**src/rtl/regs_pkg.sv**
```systemverilog
// Shared widths, constants and the write-request payload for the register file.
package regs_pkg;

    localparam int unsigned DATA_W   = 32;
    localparam int unsigned ADDR_W   = 5;
    localparam int unsigned REG_NUM  = 2 ** ADDR_W;
    localparam int unsigned WR_CNT_W = 16;

    localparam logic [ADDR_W-1:0] ZERO_REG = 5'd0;

    typedef logic [DATA_W-1:0] data_t;
    typedef logic [ADDR_W-1:0] addr_t;

    typedef struct packed {
        logic  en;
        addr_t addr;
        data_t data;
    } wr_req_t;

endpackage

```
**src/rtl/regs_file_if.sv**
```systemverilog
// Register-file bus: two ALU read ports, write-back port, debug port and write counter.
interface regs_file_if;
    import regs_pkg::*;

    addr_t                 R_addr_A;
    addr_t                 R_addr_B;
    addr_t                 Wt_addr;
    data_t                 Wt_data;
    logic                  L_S;
    data_t                 rdata_A;
    data_t                 rdata_B;
    addr_t                 dbg_addr;
    data_t                 dbg_data;
    logic [WR_CNT_W-1:0]   wr_cnt;

    modport master (
        output R_addr_A, R_addr_B, Wt_addr, Wt_data, L_S, dbg_addr,
        input  rdata_A, rdata_B, dbg_data, wr_cnt
    );

    modport slave (
        input  R_addr_A, R_addr_B, Wt_addr, Wt_data, L_S, dbg_addr,
        output rdata_A, rdata_B, dbg_data, wr_cnt
    );

endinterface

```
**src/rtl/regs_read_port.sv**
```systemverilog
// One combinational read port: zero-register force plus optional write-through forwarding.
module regs_read_port
    import regs_pkg::*;
#(
    parameter bit BYPASS_EN = 1'b0
) (
    input  logic                             rst_n,
    input  addr_t                            rd_addr,
    input  logic [REG_NUM-1:0][DATA_W-1:0]   regs_i,
    input  wr_req_t                          wr_i,
    output data_t                            rd_data_c
);

    logic fwd_hit;

    always_comb begin
        fwd_hit   = 1'b0;
        rd_data_c = '0;
        // Forwarding is only live outside reset and never for the hardwired zero register.
        fwd_hit = BYPASS_EN && rst_n && wr_i.en
                  && (rd_addr == wr_i.addr) && (wr_i.addr != ZERO_REG);
        if (rd_addr == ZERO_REG) begin
            rd_data_c = '0;
        end else if (fwd_hit) begin
            rd_data_c = wr_i.data;
        end else begin
            rd_data_c = regs_i[rd_addr];
        end
    end

endmodule

```
**src/rtl/regs_file.sv**
```systemverilog
// 32 x 32 register file: r0 hardwired zero, async-reset storage for r1..r31, saturating write counter.
// Define REGS_BYPASS_EN to forward write data onto the ALU read ports in the same cycle.
module regs_file
    import regs_pkg::*;
(
    input  logic        clk,
    input  logic        rst_n,
    regs_file_if.slave  bus
);

`ifdef REGS_BYPASS_EN
    localparam bit ALU_BYPASS = 1'b1;
`else
    localparam bit ALU_BYPASS = 1'b0;
`endif

    data_t                          regs_q [1:REG_NUM-1];
    data_t                          regs_d [1:REG_NUM-1];
    logic [WR_CNT_W-1:0]            wr_cnt_q;
    logic [WR_CNT_W-1:0]            wr_cnt_d;
    logic [REG_NUM-1:0][DATA_W-1:0] regs_flat;
    wr_req_t                        wr_req;
    logic                           write_hit;

    assign wr_req    = '{en: bus.L_S, addr: bus.Wt_addr, data: bus.Wt_data};
    assign write_hit = wr_req.en && (wr_req.addr != ZERO_REG);

    // Next-state: single write port plus saturating commit counter.
    always_comb begin
        regs_d   = regs_q;
        wr_cnt_d = wr_cnt_q;
        for (int unsigned i = 1; i < REG_NUM; i++) begin
            if (write_hit && (wr_req.addr == ADDR_W'(i))) begin
                regs_d[i] = wr_req.data;
            end
        end
        if (write_hit && (wr_cnt_q != {WR_CNT_W{1'b1}})) begin
            wr_cnt_d = wr_cnt_q + WR_CNT_W'(1);
        end
    end

    always_ff @(posedge clk or negedge rst_n) begin
        if (!rst_n) begin
            for (int unsigned i = 1; i < REG_NUM; i++) begin
                regs_q[i] <= '0;
            end
            wr_cnt_q <= '0;
        end else begin
            regs_q   <= regs_d;
            wr_cnt_q <= wr_cnt_d;
        end
    end

    // Flattened view for the read ports; slot 0 has no storage.
    always_comb begin
        regs_flat[0] = '0;
        for (int unsigned i = 1; i < REG_NUM; i++) begin
            regs_flat[i] = regs_q[i];
        end
    end

    regs_read_port #(.BYPASS_EN(ALU_BYPASS)) u_port_a (
        .rst_n     (rst_n),
        .rd_addr   (bus.R_addr_A),
        .regs_i    (regs_flat),
        .wr_i      (wr_req),
        .rd_data_c (bus.rdata_A)
    );

    regs_read_port #(.BYPASS_EN(ALU_BYPASS)) u_port_b (
        .rst_n     (rst_n),
        .rd_addr   (bus.R_addr_B),
        .regs_i    (regs_flat),
        .wr_i      (wr_req),
        .rd_data_c (bus.rdata_B)
    );

    regs_read_port #(.BYPASS_EN(1'b0)) u_port_dbg (
        .rst_n     (rst_n),
        .rd_addr   (bus.dbg_addr),
        .regs_i    (regs_flat),
        .wr_i      (wr_req),
        .rd_data_c (bus.dbg_data)
    );

    assign bus.wr_cnt = wr_cnt_q;

endmodule

```
**src/flat_wrapper.sv**
```systemverilog
// flat-port wrapper written by rule: the top's interface ports become plain ports
module regs_file_flat import regs_pkg::*;
  (clk, rst_n, bus_R_addr_A, bus_R_addr_B, bus_Wt_addr, bus_Wt_data, bus_L_S, bus_dbg_addr, bus_rdata_A, bus_rdata_B, bus_dbg_data, bus_wr_cnt);
  regs_file_if bus_i ();
  input  logic clk;
  input  logic rst_n;
  input wire logic [$bits(bus_i.R_addr_A)-1:0] bus_R_addr_A;
  input wire logic [$bits(bus_i.R_addr_B)-1:0] bus_R_addr_B;
  input wire logic [$bits(bus_i.Wt_addr)-1:0] bus_Wt_addr;
  input wire logic [$bits(bus_i.Wt_data)-1:0] bus_Wt_data;
  input wire logic [$bits(bus_i.L_S)-1:0] bus_L_S;
  input wire logic [$bits(bus_i.dbg_addr)-1:0] bus_dbg_addr;
  output wire logic [$bits(bus_i.rdata_A)-1:0] bus_rdata_A;
  output wire logic [$bits(bus_i.rdata_B)-1:0] bus_rdata_B;
  output wire logic [$bits(bus_i.dbg_data)-1:0] bus_dbg_data;
  output wire logic [$bits(bus_i.wr_cnt)-1:0] bus_wr_cnt;
  assign bus_i.R_addr_A = bus_R_addr_A;
  assign bus_i.R_addr_B = bus_R_addr_B;
  assign bus_i.Wt_addr = bus_Wt_addr;
  assign bus_i.Wt_data = bus_Wt_data;
  assign bus_i.L_S = bus_L_S;
  assign bus_i.dbg_addr = bus_dbg_addr;
  assign bus_rdata_A = bus_i.rdata_A;
  assign bus_rdata_B = bus_i.rdata_B;
  assign bus_dbg_data = bus_i.dbg_data;
  assign bus_wr_cnt = bus_i.wr_cnt;
  regs_file u_core (.clk(clk), .rst_n(rst_n), .bus(bus_i));
endmodule
```
**config.mk**
```make
export PLATFORM = sky130hd
export DESIGN_NAME = regs_file_flat
export DESIGN_NICKNAME = d
export VERILOG_FILES = /design/src/rtl/regs_pkg.sv /design/src/rtl/regs_file_if.sv /design/src/rtl/regs_read_port.sv /design/src/rtl/regs_file.sv /design/src/flat_wrapper.sv
export SDC_FILE = /design/constraint.sdc
export NUM_CORES = 2
export LEC_CHECK = 0
export CAP_MARGIN = 10
export CELL_PAD_IN_SITES_DETAIL_PLACEMENT = 1
export CELL_PAD_IN_SITES_GLOBAL_PLACEMENT = 1
export CORE_AREA = 2 2 398 400
export DETAILED_ROUTE_END_ITERATION = 12
export DIE_AREA = 0 0 400 402
export PLACE_DENSITY = 0.62
export SYNTH_ARGS = -nofsm -noshare
export SYNTH_HDL_FRONTEND = slang
export SYNTH_SLANG_ARGS = --single-unit
```
**constraint.sdc**
```tcl
create_clock -name clk -period 7.6 [get_ports clk]
set_clock_uncertainty 0.15 [all_clocks]
set_input_delay 2.28 -clock clk [delete_from_list [all_inputs] [get_ports clk]]
set_output_delay 2.28 -clock clk [all_outputs]
set_load 0.03 [all_outputs]
```
# After elaboration in Yosys (flattened, before gate mapping)
# Cells that the tools add are included.
# Widths: inputs -> output; s select.
[classes]
n_eq_ne = 32
shifts = 0
mux = 9
reduce_logical = 37
n_lt_le_gt_ge = 3
div_mod_pow = 0
addsub = 1
mul = 0
n_bitwise = 0
[op_table]
columns = ["op", "n"]
rows = [
  ["$bmux 32 s5", 3],
  ["$mux 32", 6],
  ["$eq 5x5->1 const B", 16],
  ["$eq 5x4->1 const B", 8],
  ["$logic_and 1x1->1", 33],
  ["$eq 5x3->1 const B", 4],
  ["$lt 5x6->1 const B", 3],
  ["$add 16x1->16 const B", 1],
  ["$ne 16x16->1 const B", 1],
  ["$logic_not 5->1", 3],
  ["$eq 5x2->1 const B", 2],
  ["$eq 5x1->1 const B", 1],
  ["$reduce_bool 5->1", 1],
]
[word_totals]
rom_bits = 0
ram_bits = 0
register_bits = 1008
output_inout_bits = 112
wordCells = 114
input_bits = 55
latchBits = 0
memories = 0

# Longest topological paths before layout
[depth]
word_depth = 3
ltp_mapped = 9
depth_no_buf = 5

# By module
# Synthesis repeated with hierarchy kept, for this count alone.
[unflattened]
cells_unflattened = 4292
area_unflattened_um2 = 63038.0
[by_module_without_submodules]
columns = ["module", "cells_each", "area_per_inst_um2", "seq_area_each_um2", "n_inst"]
rows = [
  ["regs_file", 2300, 37933.9, 25224.2, 1],
  ["regs_read_port", 664, 8368.0, 0.0, 3],
]

# Worst setup path after synthesis
# OpenSTA, ideal clock, no wires.
[synth_timing]
path_kind = "input to output"
startpoint = "input bus_R_addr_A[0]"
endpoint = "output bus_rdata_A[30]"
slack_ps = 1038
required_ps = 5170
arrival_time_ps = 4132
cell_stages = 8
n_path_buf = 5
path_cell_list = "buf_2 -> buf_6 -> buf_6 -> buf_6 -> buf_2 -> mux2i_1 -> a211oi_1 -> o31ai_1"
[synth_via]
elab_chain_len = 3
elab_cells_between_ends = 4
cone_classes = "mux (3); reduce/logical (1)"
[synth_lines]
columns = ["element", "line", "source"]
rows = [
  ["start: declaration", "flat_wrapper.sv:7", "input wire logic [$bits(bus_i.R_addr_A)-1:0] bus_R_addr_A;"],
  ["$bmux 32 s5", "regs_read_port.sv:27", "rd_data_c = regs_i[rd_addr];"],
  ["$mux 32 (implied by the code)", "regs_read_port.sv:27", ""],
  ["$mux 32 (*)", "regs_read_port.sv:22", "if (rd_addr == ZERO_REG) begin"],
  ["end: declaration", "flat_wrapper.sv:13", "output wire logic [$bits(bus_i.rdata_A)-1:0] bus_rdata_A;"],
]
# Every way passes the cells marked *; elsewhere a longest branch is shown, timed or not. The select of a mux whose other input is x is not followed.

# Worst setup path in the final report
[layout_timing]
startpoint = "input bus_dbg_addr[0]"
endpoint = "output bus_dbg_data[3]"
[layout_via]
elab_chain_len = 3
elab_cells_between_ends = 4
cone_classes = "mux (3); reduce/logical (1)"
[layout_lines]
columns = ["element", "line", "source"]
rows = [
  ["start: declaration", "flat_wrapper.sv:12", "input wire logic [$bits(bus_i.dbg_addr)-1:0] bus_dbg_addr;"],
  ["$bmux 32 s5", "regs_read_port.sv:27", ""],
  ["$mux 32 (implied by the code)", "regs_read_port.sv:27", ""],
  ["$mux 32 (*)", "regs_read_port.sv:22", ""],
  ["end: declaration", "flat_wrapper.sv:15", "output wire logic [$bits(bus_i.dbg_data)-1:0] bus_dbg_data;"],
]
# Marks and branches as above.

==> run_summary.xml <==
<?xml version="1.0" encoding="UTF-8"?>
<metrics>
  <group name="clock_tree">
    <metric name="clock_insertion_delay_worst_skew" unit="ns">0.76</metric>
    <metric name="cts_inserted_buffers" unit="">118</metric>
    <metric name="post-cts-setup-buffer-count" unit="">0</metric>
    <metric name="tritoncts" unit="">yes</metric>
    <metric name="cts-resized-gates" unit="">0</metric>
    <metric name="clock_tree.root_cell" unit="">sky130_fd_sc_hd__clkbuf_16</metric>
    <metric name="cts.clk_slew.worst_paths" unit="ns">0.06</metric>
    <metric name="number_of_sinks_on_the_clock_net" unit="">1008</metric>
    <metric name="clockBufferDepth" unit="">3</metric>
    <metric name="cts_max_level" unit="">3</metric>
    <metric name="cts_hold_buffers" unit="">0</metric>
  </group>
  <group name="routing">
    <metric name="wl_per_cell" unit="µm">35.86</metric>
    <metric name="drtPass1Iterations" unit="">5</metric>
    <metric name="finalWirelength" unit="µm">235000</metric>
    <metric name="viasPerCell" unit="">6.622</metric>
    <metric name="drc_errors" unit="">0</metric>
    <metric name="antenna_violating_nets_post_route" unit="">0</metric>
    <metric name="detailedRoute.firstIterationViolations" unit="">3615</metric>
    <metric name="via_count_of_the_routed_design" unit="">43390</metric>
  </group>
  <group name="setup_path">
    <metric name="regToRegEndpoint" unit="">u_core.bus.wr_cnt[1]</metric>
    <metric name="worst-setup-path-type" unit="">in2out</metric>
    <metric name="timing.critical_path.from" unit="">bus_dbg_addr[0]</metric>
    <metric name="timing.reg2reg.setup_slack" unit="ns">5.61</metric>
    <metric name="critical_path.startpoint_type" unit="">input port</metric>
    <metric name="cp_data_required_time" unit="ns">5.17</metric>
    <metric name="worst-path-max-fanout" unit="">29</metric>
    <metric name="rr_startpoint" unit="">u_core.bus.wr_cnt[12]</metric>
    <metric name="worst_ep_arrival_time" unit="ns">4.70</metric>
    <metric name="crit_end" unit="">bus_dbg_data[3]</metric>
    <metric name="endpoint_class_of_the_critical_path" unit="">primary output</metric>
    <metric name="worst_r2r_path_depth" unit="">4</metric>
  </group>
  <group name="power">
    <metric name="p_seq_share" unit="%">40.7</metric>
    <metric name="peak_vdd_ir" unit="mV">0.1972</metric>
    <metric name="netSwitchingFraction" unit="%">30.92</metric>
    <metric name="clkPwrFrac" unit="%">32.0</metric>
    <metric name="switching_power" unit="mW">5.691</metric>
    <metric name="power.internal" unit="mW">12.71</metric>
    <metric name="power.static_leakage" unit="nW">30.29</metric>
    <metric name="pwr_density" unit="nW/µm²">255.8</metric>
    <metric name="overall_power_of_the_completed_layout" unit="mW">18.40</metric>
    <metric name="pwr-share-comb" unit="%">27.4</metric>
  </group>
  <group name="status">
    <metric name="outcome" unit="">complete, no violations</metric>
  </group>
  <group name="cells_and_area">
    <metric name="syn_to_final_growth" unit="%">15.65</metric>
    <metric name="final_cell_mix" unit="">sky130_fd_sc_hd__dfrtp_1 (1008), sky130_fd_sc_hd__mux2_2 (978), sky130_fd_sc_hd__mux4_2 (576)</metric>
    <metric name="fin_util" unit="%">45.80</metric>
    <metric name="post_route_cells_drive_above_1_share" unit="%">48.05</metric>
    <metric name="layout.cells.most_common" unit="">sky130_fd_sc_hd__dfrtp_1</metric>
    <metric name="nets" unit="">4435</metric>
  </group>
  <group name="timing">
    <metric name="postLayoutSetupSlackWorst" unit="ns">0.4733</metric>
    <metric name="timing_max_transition_violations_final" unit="">0</metric>
    <metric name="finalHoldViolCount" unit="">0</metric>
    <metric name="final_min_period_over_clock_period" unit="%">93.77</metric>
    <metric name="worst_slew_pin_slew" unit="ns">1.277</metric>
    <metric name="setup-violations-final" unit="">0</metric>
    <metric name="unrepaired_setup_endpoints_after_global_routing" unit="">no</metric>
    <metric name="relSlewSlack" unit="%">14.55</metric>
    <metric name="holdWs" unit="ns">0.3611</metric>
    <metric name="timing.setup.tns" unit="ns">0</metric>
    <metric name="min_period" unit="ns">7.127</metric>
    <metric name="timing.fmax" unit="MHz">140.3</metric>
  </group>
  <group name="global_route">
    <metric name="grtUsageTotal" unit="%">29.21</metric>
    <metric name="grt_antenna_before_repair" unit="">5</metric>
    <metric name="via_count_of_the_first_global_routing_pass" unit="">45880</metric>
    <metric name="globalRouteOverflowTotal" unit="">0</metric>
    <metric name="grt_start_max_net_pins" unit="">170</metric>
    <metric name="grt_first_pass_wirelength" unit="µm">340200</metric>
  </group>
  <group name="hold_path">
    <metric name="path_category_of_the_worst_min_delay_check" unit="">reg2reg</metric>
  </group>
  <group name="floorplan">
    <metric name="ioPinCount" unit="">167</metric>
    <metric name="die-height" unit="µm">402</metric>
    <metric name="floorplan.die.width" unit="µm">400</metric>
    <metric name="die_area" unit="µm²">160800</metric>
    <metric name="rows" unit="">146</metric>
    <metric name="starting_density" unit="%">39.60</metric>
    <metric name="core" unit="µm²">157100</metric>
  </group>
  <group name="place">
    <metric name="portBuffers" unit="">166</metric>
    <metric name="routabilityCongestion" unit="">0.8230</metric>
    <metric name="placement.setup.worst_slack" unit="ns">0.5462</metric>
    <metric name="detailed_place_hpwl" unit="µm">145900</metric>
  </group>
  <group name="synthesis">
    <metric name="synth_fp_nets" unit="">4420</metric>
    <metric name="synthesis.instances" unit="">4364</metric>
    <metric name="seq_area_frac_synth" unit="%">40.55</metric>
    <metric name="post_synth_cell_types" unit="">40</metric>
    <metric name="synthesis.area_per_instance" unit="µm²">14.26</metric>
    <metric name="synth_seq_cells" unit="">1008</metric>
    <metric name="synth_warnings" unit="">0</metric>
    <metric name="syn-cell-area" unit="µm²">62210</metric>
  </group>
  <group name="run">
    <metric name="drv.max_cap_violation_count" unit="">0</metric>
  </group>
</metrics>
## power groups by stage
| stage | clock [mW] | combinational [mW] | sequential (mW) |
|---|---|---|---|
| 6_report | 5.88 | 5.04 | 7.48 |
| 4_1_cts | 5.99 | 5.06 | 7.44 |
| 5_1_grt | 6.20 | 5.33 | 7.65 |
| 2_1_floorplan | 0 | 3.45 | 7.22 |
| 3_5_place_dp | 0 | 5.03 | 7.52 |
| 3_3_place_gp | 0 | 4.94 | 7.42 |
## state kept, by name, summed over array words and instances, names as in the netlist
name               flops
u_core.regs_flat     992
u_core.bus.wr_cnt     16
## cell usage after synthesis (all sizes together)
library cell | number | area, µm²
nor3 | 8 | 60.06
and3 | 2 | 12.51
a21oi | 3 | 15.01
ha | 1 | 12.51
a211oi | 98 | 735.7
and2 | 99 | 619.3
o31ai | 97 | 728.2
dfrtp | 1008 | 25220
nor2b | 9 | 56.30
and2b | 3 | 22.52
inv | 4 | 15.01
or4 | 3 | 22.52
mux2 | 1088 | 12250
o22ai | 96 | 600.6
nor2 | 17 | 63.81
a22o | 287 | 2514
nand3 | 6 | 30.03
o211ai | 1 | 7.510
buf | 242 | 1416
nand2b | 6 | 52.55
xor2 | 15 | 131.4
mux4 | 576 | 12970
nand2 | 19 | 71.32
o21ai | 97 | 489.2
nor4 | 8 | 56.30
nand4 | 11 | 68.82
mux2i | 290 | 2903
nand4b | 1 | 8.760
o2111ai | 1 | 15.01
nor3b | 2 | 25.02
and4 | 2 | 17.52
clkbuf | 264 | 991.0
## how the worst min path moves through the flow
stage	startpoint	endpoint	cells past startpoint
floorplan	u_core.regs_flat[897]	u_core.regs_flat[897]	1
global placement	u_core.bus.wr_cnt[15]	u_core.bus.wr_cnt[15]	1
detailed placement	u_core.bus.wr_cnt[15]	u_core.bus.wr_cnt[15]	1
CTS	u_core.bus.wr_cnt[15]	u_core.bus.wr_cnt[15]	1
global route	u_core.bus.wr_cnt[15]	u_core.bus.wr_cnt[15]	1
finish	u_core.bus.wr_cnt[15]	u_core.bus.wr_cnt[15]	1
## cell type report
class | count | area, µm²
Fill cell | 15430 | 85160
Multi-Input combinational cell | 2846 | 34810
Sequential cell | 1008 | 25220
Timing Repair Buffer | 401 | 5314
Clock buffer | 168 | 3432
Tap cell | 2072 | 2592
Clock inverter | 50 | 548.0
Inverter | 4 | 15.01
Antenna cell | 4 | 10.01
## routing by layer
layer / track usage [%] / up-vias / routed length, µm
met5: 0 / - / 0
met2: 46.36 / 1683 / 111500
met1: 39.94 / 23820 / 99070
li1: - / 17440 / -
met4: 11.55 / 0 / 10120
met3: 4.835 / 454 / 14270
## kinds of logic (layout without fill, tap and decap cells)
kind of cell | after synthesis | count (layout) | share of synthesized area, %
mux | 1954 | 1954 | 45.21
flops | 1008 | 1008 | 40.55
compound gates | 680 | 680 | 8.206
buf+inv | 510 | 623 | 3.894
simple gates | 196 | 196 | 1.909
xor+xnor | 15 | 15 | 0.2112
fa+ha+maj | 1 | 1 | 0.02011
other cells | 0 | 4 | 0
## stage by stage
stage	instance area, µm²	std cells
final	71950	6553
after global routing	71940	6551
after CTS	71880	6547
after detailed placement	67900	6329
after global placement	67880	6328
after floorplan	62210	4364
## critical path: stages
cell and delay [ns]:
sky130_fd_sc_hd__buf_8 0.33, sky130_fd_sc_hd__buf_4 0.45, sky130_fd_sc_hd__buf_4 0.26, sky130_fd_sc_hd__mux2i_1 0.23, sky130_fd_sc_hd__o22ai_1 0.11, sky130_fd_sc_hd__a211oi_1 0.49
sky130_fd_sc_hd__o31ai_1 0.25, sky130_fd_sc_hd__buf_12 0.22
No activity file was read; power rests on OpenSTA's default activity.
